### src/rtl/cpu_mem_arbiter.sv
// cpu_mem_arbiter: shares one single-port memory between fetch and data ports, data-first with a fetch anti-starvation override.
// Define ARB_BACK_TO_BACK_EN to let RESP re-arbitrate straight into ISSUE.
module cpu_mem_arbiter #(
    parameter int ADDR_W     = 32,
    parameter int DATA_W     = 32,
    parameter int MEM_LAT    = 2,
    parameter int STARVE_MAX = 4
) (
    input  logic              clk_in,
    input  logic              reset,
    input  logic              if_req,
    input  logic [ADDR_W-1:0] if_addr,
    output logic              if_gnt,
    output logic [DATA_W-1:0] if_rdata,
    output logic              if_valid,
    input  logic              dm_req,
    input  logic              dm_we,
    input  logic [ADDR_W-1:0] dm_addr,
    input  logic [DATA_W-1:0] dm_wdata,
    output logic              dm_gnt,
    output logic [DATA_W-1:0] dm_rdata,
    output logic              dm_valid,
    output logic              mem_en,
    output logic              mem_we,
    output logic [ADDR_W-1:0] mem_addr,
    output logic [DATA_W-1:0] mem_wdata,
    input  logic [DATA_W-1:0] mem_rdata,
    output logic              busy
);
`ifdef ARB_BACK_TO_BACK_EN
    localparam logic B2B = 1'b1;
`else
    localparam logic B2B = 1'b0;
`endif
    localparam logic [3:0] LAT  = 4'(MEM_LAT);
    localparam logic [3:0] SMAX = 4'(STARVE_MAX);

    typedef enum logic [1:0] {IDLE, ISSUE, WAIT, RESP} state_t;

    state_t     state, state_n;
    logic [3:0] lat_cnt, starve_cnt;
    logic       own_if, own_we, arb, go, pick_if, capture;

    always_comb begin
        arb     = state == IDLE || (B2B && state == RESP);
        go      = arb && (if_req || dm_req);
        pick_if = if_req && (!dm_req || starve_cnt == SMAX);
        capture = state == WAIT && lat_cnt == 4'd1;
        state_n = go ? ISSUE : state == ISSUE ? WAIT : capture ? RESP : state == RESP ? IDLE : state;
    end

    always_ff @(posedge clk_in or negedge reset) begin
        if (!reset) state <= IDLE;
        else        state <= state_n;
    end

    // Strobes are registered off the arbitration decision so they line up with the ISSUE/RESP cycles.
    always_ff @(posedge clk_in or negedge reset) begin
        if (!reset) begin
            if_gnt     <= 1'b0;
            dm_gnt     <= 1'b0;
            if_valid   <= 1'b0;
            dm_valid   <= 1'b0;
            mem_en     <= 1'b0;
            mem_we     <= 1'b0;
            mem_addr   <= '0;
            mem_wdata  <= '0;
            if_rdata   <= '0;
            dm_rdata   <= '0;
            lat_cnt    <= '0;
            starve_cnt <= '0;
            own_if     <= 1'b0;
            own_we     <= 1'b0;
        end else begin
            if_gnt   <= go && pick_if;
            dm_gnt   <= go && !pick_if;
            mem_en   <= go;
            mem_we   <= go && !pick_if && dm_we;
            if_valid <= capture && own_if;
            dm_valid <= capture && !own_if;
            lat_cnt  <= state == ISSUE ? LAT : state == WAIT ? lat_cnt - 4'd1 : lat_cnt;
            if (arb)
                starve_cnt <= (!if_req || pick_if) ? 4'd0 : starve_cnt == SMAX ? starve_cnt : starve_cnt + 4'd1;
            if (go) begin
                own_if   <= pick_if;
                own_we   <= !pick_if && dm_we;
                mem_addr <= pick_if ? if_addr : dm_addr;
                if (!pick_if) mem_wdata <= dm_wdata;
            end
            if (capture && own_if) if_rdata <= mem_rdata;
            if (capture && !own_if && !own_we) dm_rdata <= mem_rdata;
        end
    end

    assign busy = state != IDLE;
endmodule

### config.mk
export PLATFORM = sky130hd
export DESIGN_NAME = cpu_mem_arbiter
export DESIGN_NICKNAME = d
export VERILOG_FILES = /design/src/rtl/cpu_mem_arbiter.sv
export SDC_FILE = /design/constraint.sdc
export NUM_CORES = 1
export LEC_CHECK = 0
export CORE_ASPECT_RATIO = 1.1
export CORE_MARGIN = 4
export CORE_UTILIZATION = 37
export DETAILED_ROUTE_END_ITERATION = 8
export PLACE_DENSITY_LB_ADDON = 0.08
export SETUP_SLACK_MARGIN = 0.05
export SYNTH_ARGS = -nofsm -noshare
export SYNTH_HDL_FRONTEND = slang
export SYNTH_SLANG_ARGS = --single-unit
export TNS_END_PERCENT = 50
### constraint.sdc
create_clock -name clk_in -period 2 [get_ports clk_in]
set_clock_uncertainty 0.15 [all_clocks]
set_input_delay 0.4 -clock clk_in [delete_from_list [all_inputs] [get_ports clk_in]]
set_output_delay 0.4 -clock clk_in [all_outputs]
set_load 0.05 [all_outputs]
==> results of run 1 <==
## repair_timing
action,4_1_cts,5_1_grt
cloned,0,2
buffers inserted,0,2
gates resized for setup,2,7
hold buffers,1,0
pin swaps,1,1
hold endpoints to repair,37,0
endpoints found under the setup margin,1,117
## logic make-up after synthesis
| logic type | count (synthesis) | synth area share [%] |
|---|---|---|
| muxes | 98 | 18.9 |
| AOI/OAI and AO/OA | 49 | 7.53 |
| buffers and inverters | 34 | 2.99 |
| adders and majority gates | 9 | 1.94 |
| and+or+nand+nor | 54 | 5.79 |
| DFF | 146 | 62.8 |
## flip-flops by register name, summed over array words and instances, names as in the netlist, 2 cells and up
name	flops
lat_cnt	4
state	2
starve_cnt	4
mem_addr	32
if_rdata	32
mem_wdata	32
dm_rdata	32
## how the worst max path moves through the flow
stage | slack, ps | endpoint | cells past startpoint | from
after detailed placement | -70 | mem_wdata[6] | 5 | if_req
after floorplan | 60 | mem_addr[0] | 6 | state[0]
final | 100 | mem_addr[10] | 6 | starve_cnt[1]
after CTS | 50 | busy | 4 | state[1]
after global placement | -40 | mem_wdata[10] | 5 | if_req
after global routing | 40 | if_rdata[1] | 6 | state[0]
## layout make-up
class                           instances  area (sq um)  area share (%)
Multi-Input combinational cell        210          2030            22.1
Tap cell                              196           245            2.67
Timing Repair Buffer                  292          2680            29.1
Sequential cell                       146          3650            39.8
Clock buffer                           23           468            5.09
Clock inverter                          7          60.1           0.654
Antenna cell                            1          2.50          0.0272
Inverter                               14          52.6           0.572
## layer usage
| metal | GRT usage (%) | part of all wire (%) | vias up |
|---|---|---|---|
| met4 | 7.85 | 2.8 | 0 |
| met5 | 0 | 0 | - |
| met2 | 30.9 | 51 | 179 |
| met3 | 7.93 | 9.0 | 34 |
| li1 | - | - | 1988 |
| met1 | 20.4 | 37 | 2163 |
## layout by cell type (no fill, tap or decap), types with 5 or more instances in the layout
| cell | synthesis | layout |
|---|---|---|
| a221o_1 | 32 | 32 |
| and2_1 | 34 | 34 |
| buf_12 | 0 | 9 |
| buf_4 | 0 | 147 |
| clkbuf_16 | 0 | 19 |
| clkdlybuf4s50_1 | 0 | 131 |
| clkinv_2 | 0 | 6 |
| dfrtp_1 | 146 | 146 |
| ha_1 | 9 | 7 |
| inv_1 | 13 | 11 |
| mux2_2 | 96 | 96 |
| o21ai_0 | 5 | 5 |
## through the flow
| stage | util [%] | total power, uW | instances |
|---|---|---|---|
| finish | 60.3 | 18400 | 889 |
| global route | 60.3 | 19300 | 889 |
| CTS | 59.7 | 18500 | 884 |
| detailed placement | 56.1 | 15500 | 853 |
| global placement | 56.1 | 15300 | 853 |
| floorplan | - | 12000 | 390 |
## power breakdown
group | internal (uW) | total, uW | switching [uW]
combinational | 3660 | 10400 | 6690
clock | 1750 | 2880 | 1140
sequential | 4400 | 5190 | 789
==> results_dict.tcl, run 1 <==
set metrics [dict create \
    detail_route.drc_violations 0 \
    antenna_found_initial 1 \
    share_of_layout_cells_above_drive_strength_1_pct 42.5 \
    groute.usage.overall_pct 18.5 \
    cpPeakStageDelay_ps 390 \
    yosysWarningCount 0 \
    worstSkewPairLatency_ps 410 \
    static-leakage-power_uw 0.00419 \
    detailed_place_hpwl_mm 12.4 \
    fin_area_sq_um 9190 \
    grt_setup_unrepaired "yes" \
    detailedPlace.worstSlack_ps -65.6 \
    synth_seq_area_share_pct 62.8 \
    worstReg2RegEnd "mem_addr[10]" \
    post-synth-top-count-cell "dfrtp_1" \
    drt.antenna.violating_nets 0 \
    chipHeight_um 139 \
    crit_fanout 20 \
    max_slew.worst_pin.slew_ps 427 \
    crit-reg2reg-launch "starve_cnt[1]" \
    ys_ff_latch 146 \
    tritoncts.num_buffers 17 \
    most_area_consuming_cells_after_synthesis "dfrtp_1 (63%), mux2_2 (19%), a221o_1 (5.5%), and2_1 (3.7%), ha_1 (1.9%)" \
    fmaxAchievable_mhz 527 \
    firstDrtPassIters 6 \
    syn_area_per_cell_sq_um 14.9 \
    routed_wire_length_per_instance_um 18.7 \
    core_area_sq_um 15200 \
    setup_total_negative_slack_ps 0 \
    port_buffers 267 \
    timing.final.crit_period_ps 1900 \
    max_slew_margin_pct 71.6 \
    initialDrtViolationCount 124 \
    cts-root-buf "clkbuf_16" \
    netlist.top_cell.by_area "dfrtp_1" \
    layout.nets 823 \
    setup_ws_ps 104 \
    vias 4364 \
    max_cap_violations 0 \
    slew_viols_final 0 \
    floorplan.io_pins 268 \
    area.growth.synth_to_final_pct 58.0 \
    die_area_sq_um 17800 \
    run_status "finished clean" \
    ff2ff_setup_slack_ps 100 \
    finalHoldViolCount 0 \
    timing.critical_path.cells "inv_1 -> ha_2 -> nand3b_4 -> o211a_4 -> clkbuf_16 -> a221o_1" \
    global_route.overflow_total 0 \
    drt_wl_total_mm 16.7 \
    syn_nets 532 \
    critical_path.n_buffers_inverters 2 \
    end_kind "register" \
    setup-violations-final 0 \
    cts_tree "yes" \
    die_w_um 128 \
    cp_data_required_time_ps 2140 \
    routabilityCongestion 0.764 \
    timing_worst_setup_path_type "reg2reg" \
    postSynth.asyncResetShare_pct 100 \
    clock-sinks 146 \
    cts.htree.levels 4 \
    syn-cell-area_sq_um 5820 \
    power_density_nw_per_um2 2010 \
    clockBufferDepth 2 \
    netlist.area_leader.share_pct 62.8 \
    hold_ws_ps 332 \
    grt_pass1_wl_mm 25.5 \
    final.period_utilization_pct 94.8 \
    cp_slowest_cell "dfrtp_1" \
    vias_in_the_first_global_route 4715 \
    grt_start_max_net_pins 47 \
    clock_pin_slew_on_the_worst_setup_and_hold_paths_ps 60 \
    arrival_ps 2040 \
    n_fill_cell 1216 \
    dpl-instance-area_sq_um 8550 \
    synth_enable_flop_cells 0 \
    post_synthesis_cell_type_count 31 \
    crit_path_start_kind "register" \
    worstRegToRegCells 6 \
    hold_class "in2async" \
    initial_utilization_pct 38.2 \
    ys_dominant_reg_cell "dfrtp_1" \
    vdd_ir_drop_max_uv 1170 \
    synthesis.instances 390 \
    worst_path_top_cell_family_by_delay "compound AO/OA/AOI/OAI gates" \
    viasPerCell 4.91 \
    synth_commonest_cells "dfrtp_1 (146), mux2_2 (96), and2_1 (34)" \
    placementRows 47 \
]
(Power assumes the default switching activity.)
==> run 2, diff against run 1 <==
CTS_CLUSTER_SIZE = 24   (was not set)
RECOVER_POWER = 100   (was not set)
==> run 2 against run 1 <==
  * Final cell count stayed put
  * Clock power hardly changed
  * Sequential share of layout area is 2.2 points higher
  * Register-to-register slack worse by 20 ps
  * First-iteration DRC count is 0.81% higher
  * Die area stayed put
  * Core utilization is 3.1 points lower
  * Combinational power is 11% lower
  * Critical endpoint is now mem_addr[25]
  * Highest routed layer unchanged
==> results_dict.tcl, run 2 (same netlist as run 1, synthesis figures left out) <==
set metrics [dict create \
    power.share.sequential_pct 29.8 \
    worstSkewPairLatency_ps 410 \
    ff2ff_setup_slack_ps 80 \
    cts_tree "yes" \
    grt_pass1_wl_mm 25.5 \
    routabilityCongestion 0.764 \
    timing_worst_setup_path_type "reg2reg" \
    antenna_found_initial 1 \
    fmaxAchievable_mhz 522 \
    global_route.overflow_total 0 \
    clock_pin_slew_on_the_worst_setup_and_hold_paths_ps 60 \
    clockBufferDepth 2 \
    detailed_place_hpwl_mm 12.4 \
    crit_path_start_kind "register" \
    detailedPlace.worstSlack_ps -65.6 \
    chipHeight_um 139 \
    design_power_total_uw 17300 \
    area.growth.synth_to_final_pct 49.7 \
    netSwitchingPower_uw 8570 \
    hold_class "reg2reg" \
    hold_ws_ps 343 \
    initial_utilization_pct 38.2 \
    worstReg2RegEnd "mem_addr[25]" \
    worstSetupStartpoint "starve_cnt[1]" \
    groute.usage.overall_pct 18.5 \
    grt_start_max_net_pins 47 \
    run_status "finished clean" \
    max_slew_margin_pct 24.2 \
    die_area_sq_um 17800 \
    finalHoldViolCount 0 \
    setup_ws_ps 84.3 \
    clockPowerShare_pct 16.6 \
    viasPerCell 4.90 \
    max_cap_violations 0 \
    slew_viols_final 0 \
    cts.htree.levels 4 \
    routed_wire_length_per_instance_um 18.7 \
    firstDrtPassIters 6 \
    grt_setup_unrepaired "yes" \
    crit-reg2reg-launch "starve_cnt[1]" \
    die_w_um 128 \
    p_int_uw 8740 \
    final_util_pct 57.2 \
    final.period_utilization_pct 95.8 \
    arrival_ps 2060 \
    place_inst 853 \
    setup-violations-final 0 \
    endpoint "mem_addr[25]" \
    share_comb_of_total_power_pct 53.6 \
    final_cell_mix "dfrtp_1 (146), clkdlybuf4s50_1 (131), mux2_2 (96)" \
    most_common_cell_after_layout_fill_and_taps_aside "dfrtp_1" \
    share_of_layout_cells_above_drive_strength_1_pct 31.4 \
    initialDrtViolationCount 125 \
    floorplan.io_pins 268 \
    worstRegToRegCells 6 \
    port_buffers 267 \
    power_density_nw_per_um2 1990 \
    drt.antenna.violating_nets 0 \
    cp_data_required_time_ps 2140 \
    layout.nets 823 \
    static-leakage-power_uw 0.00386 \
    instances_no_fill 889 \
    detail_route.drc_violations 0 \
    tritoncts.num_buffers 17 \
    timing.final.crit_period_ps 1920 \
    vias_in_the_first_global_route 4715 \
    vdd_ir_drop_max_uv 1090 \
    max_slew.worst_pin.slew_ps 1140 \
    vias 4360 \
    placementRows 47 \
    clock-sinks 146 \
    core_area_sq_um 15200 \
    crit_fanout 15 \
    end_kind "register" \
    drt_wl_total_mm 16.6 \
    power.share.switching_pct 49.5 \
    cts-root-buf "clkbuf_16" \
]
run 2: changes by cell type in the layout (fill, tap and decap cells not counted), sizes merged:
cell / delta
buf: -134
clkbuf: +134
run 2: area by class of cell:
cell class              count  area (sq um)
flip-flops and latches    146          3650
repair buffers            292          2210
fillers                  1324          6520
inverters                  14          52.6
diodes                      1          2.50
clock inverters             7          60.1
well taps                 196           245
multi-input cells         210          2020
clock buffers              23           468
run 2: how the worst min path moves through the flow:
stage / slack, ps / startpoint / depth (start not counted) / to
2_1_floorplan: -50 / reset / 0 / dm_gnt
3_3_place_gp: 200 / reset / 1 / if_rdata[29]
3_5_place_dp: 210 / reset / 1 / dm_rdata[29]
4_1_cts: 330 / own_if / 1 / dm_valid
5_1_grt: 360 / own_if / 1 / dm_valid
6_report: 340 / own_if / 1 / dm_valid
run 2: power groups by stage:
| stage | Sequential [uW] | Clock [uW] | Combinational [uW] |
|---|---|---|---|
| finish | 5150 | 2880 | 9280 |
| global route | 5330 | 3090 | 9730 |
| CTS | 5200 | 2950 | 10400 |
| detailed placement | 5200 | 0 | 10300 |
| global placement | 5170 | 0 | 10200 |
| floorplan | 9800 | 0 | 2230 |
run 2: per-layer routing:
layer | up-vias | routed length [um] | track usage, %
li1 | 1990 | - | -
met1 | 2148 | 6100 | 20.4
met2 | 189 | 8520 | 30.9
met3 | 33 | 1550 | 7.93
met4 | 0 | 452 | 7.85
met5 | - | 0 | 0
run 2: what timing repair did:
item	CTS	global route
hold buffers	1	0
gates resized for setup	2	7
endpoints found under the setup margin	1	117
endpoints found under the hold margin	37	0
buffers inserted	0	2
gates cloned	0	2
pin swaps	1	1
run 2: through the flow:
stage | setup TNS [ps] | cell area (sq um)
after floorplan | 0 | 5820
after global placement | -2130 | 8550
after detailed placement | -2990 | 8550
after CTS | 0 | 9100
after global routing | 0 | 8710
final | 0 | 8710
run 2: worst max-delay path: stages, from the launching register on:
cell,delay [ps]
dfrtp_1,400
inv_1,90
ha_1,210
nand3b_4,130
o211a_4,300
buf_4,210
a221o_1,320
==> run 3, diff against run 2 <==
CORE_UTILIZATION = 40   (was 37)
clock period = 1.9 ns   (was 2 ns; I/O delays follow)
==> run 3 against run 2 <==
  * The run now ends with negative setup slack left
  * Final cell count grew 0.67%
  * Design area grew 8.9%
  * Sequential power grew 6.0%
  * Via count grew 0.99%
  * Core utilization grew 10 points
  * Routed wire length grew 2.6%
  * Critical path type is now reg2out
  * Critical endpoint is now busy
==> results_dict.tcl, run 3 (same netlist as run 1, synthesis figures left out) <==
set metrics [dict create \
    crit_fanout 3 \
    max_slew_margin_pct 60.4 \
    p_int_uw 11000 \
    most_common_cell_after_layout_fill_and_taps_aside "buf_4" \
    grt_start_max_net_pins 47 \
    arrival_ps 1390 \
    hold_ws_ps 320 \
    setup-violations-final 1 \
    violations "negative setup slack" \
    cp_data_required_time_ps 1370 \
    crit_path_start_kind "register" \
    port_buffers 267 \
    end_kind "primary output" \
    worstRegToRegCells 9 \
    setup_ws_ps -17.3 \
    grt_setup_unrepaired "yes" \
    ff2ff_setup_slack_ps 0 \
    cp_slowest_cell "dfrtp_1" \
    detail_route.drc_violations 0 \
    drt_wl_total_mm 17.0 \
    detailed_place_hpwl_mm 11.6 \
    insertedDiodeCount 0 \
    met2_length_mm 8.53 \
    timing.final.crit_period_ps 1920 \
    finalHoldViolCount 0 \
    global_route.overflow_total 0 \
    drt.antenna.violating_nets 0 \
    final_cell_mix "buf_4 (155), dfrtp_1 (146), clkdlybuf4s50_1 (131)" \
    netSwitchingPower_uw 9190 \
    power_density_nw_per_um2 2130 \
    max_cap_violations 0 \
    crit-reg2reg-launch "state[1]" \
    vias 4403 \
    clockPowerShare_pct 17.4 \
    max_slew.worst_pin.slew_ps 593 \
    fmaxAchievable_mhz 522 \
    placementRows 45 \
    routed_wire_length_per_instance_um 19.0 \
    floorplan.io_pins 268 \
    power.share.sequential_pct 27.0 \
    run_status "finished with violations" \
    antenna_found_initial 0 \
    clock_pin_slew_on_the_worst_setup_and_hold_paths_ps 60 \
    die_w_um 123 \
    cts_tree "yes" \
    initialDrtViolationCount 161 \
    timing.critical_path.cells "inv_2 -> ha_4 -> buf_6 -> clkinvlp_4 -> buf_12" \
    layout.area.seq_sq_um 3650 \
    met3_length_mm 1.52 \
    design_power_total_uw 20200 \
    hold_class "in2async" \
    clock-sinks 146 \
    n_fill_cell 1031 \
    place_inst 844 \
    die_area_sq_um 16500 \
    final.period_utilization_pct 101 \
    vdd_ir_drop_max_uv 1180 \
    routabilityCongestion 0.738 \
    highest-signal-layer "met4" \
    grt_pass1_wl_mm 26.1 \
    slew_viols_final 0 \
    timing_worst_setup_path_type "reg2out" \
    initial_utilization_pct 41.5 \
    cts.htree.levels 4 \
    clockBufferDepth 2 \
    share_comb_of_total_power_pct 55.6 \
    static-leakage-power_uw 0.00440 \
    cpPeakStageDelay_ps 400 \
    core_area_sq_um 14000 \
    chipHeight_um 134 \
    share_of_layout_cells_above_drive_strength_1_pct 44.6 \
    multi_input_comb_area_sq_um 2100 \
    vias_in_the_first_global_route 4906 \
    power.share.switching_pct 45.5 \
    detail_route.wirelength.met1_mm 6.57 \
    layout.nets 837 \
    instances_no_fill 895 \
    worstSkewPairLatency_ps 400 \
    cts-root-buf "clkbuf_16" \
    viasPerCell 4.92 \
    worstReg2RegEnd "mem_addr[1]" \
    area.growth.synth_to_final_pct 63.1 \
    tritoncts.num_buffers 17 \
    firstDrtPassIters 4 \
    groute.usage.overall_pct 20.7 \
]
-- run 3: cell types whose count changed in the layout (fill, tap and decap cells not counted), moves of 4 or more --
cell      previous run  this run
buf_1                4         0
mux2_2              96        80
mux2_4               0        16
clkinv_2             6         1
buf_6                2         6
clkbuf_8             2         6
clkbuf_2            64         1
buf_4               10       155
clkbuf_1            75         1
-- run 3: stage by stage --
step           setup WS (ps)  instance area (sq um)  utilization, %  setup TNS (ps)
2_1_floorplan           36.9                   5850               -               0
3_3_place_gp            -155                   8510            60.7           -7340
3_5_place_dp            -164                   8510            60.7           -7740
4_1_cts                -27.4                   9390            67.0           -27.4
5_1_grt                -77.2                   9490            67.7           -1820
6_report               -17.3                   9490            67.7           -17.3
-- run 3: layer usage --
| layer | vias up | global-route usage (%) |
|---|---|---|
| li1 | 2019 | - |
| met1 | 2163 | 23.2 |
| met2 | 190 | 35.3 |
| met3 | 31 | 7.62 |
| met4 | 0 | 8.59 |
| met5 | - | 0 |
-- run 3: worst max path at each step --
stage / cells past startpoint / startpoint / end
2_1_floorplan: 6 / state[1] / mem_addr[0]
3_3_place_gp: 5 / if_req / mem_wdata[28]
3_5_place_dp: 5 / if_req / mem_wdata[26]
4_1_cts: 5 / state[0] / busy
5_1_grt: 5 / state[1] / busy
6_report: 5 / state[1] / busy
-- run 3: cell type report --
class	instances	area share, %
repair buffers	306	29.6
clock inverters	7	1.27
inverters	14	0.594
multi-input cells	210	22.2
flip-flops and latches	146	38.5
well taps	188	2.48
clock buffers	24	5.40
-- run 3: worst max-delay path: cells and delay by family (launching register included) --
kind,cells,cell delay (ps)
adder cells (fa/ha/maj),1,140
flip-flops,1,400
buffers and inverters,4,430
-- run 3: power by group through the flow --
| stage | sequential (uW) | clock (uW) | combinational, uW |
|---|---|---|---|
| floorplan | 10300 | 0 | 2390 |
| global placement | 5400 | 0 | 10700 |
| detailed placement | 5460 | 0 | 10800 |
| CTS | 5460 | 3580 | 11200 |
| global route | 5670 | 3710 | 11700 |
| finish | 5460 | 3510 | 11200 |
-- run 3: what timing repair did --
action / 4_1_cts / 5_1_grt
endpoints found under the hold margin: 43 / 0
pin swaps: 5 / 13
resized for setup: 29 / 6
cloned: 3 / 3
hold buffers: 1 / 0
setup endpoints to repair: 104 / 125
setup buffers: 7 / 6
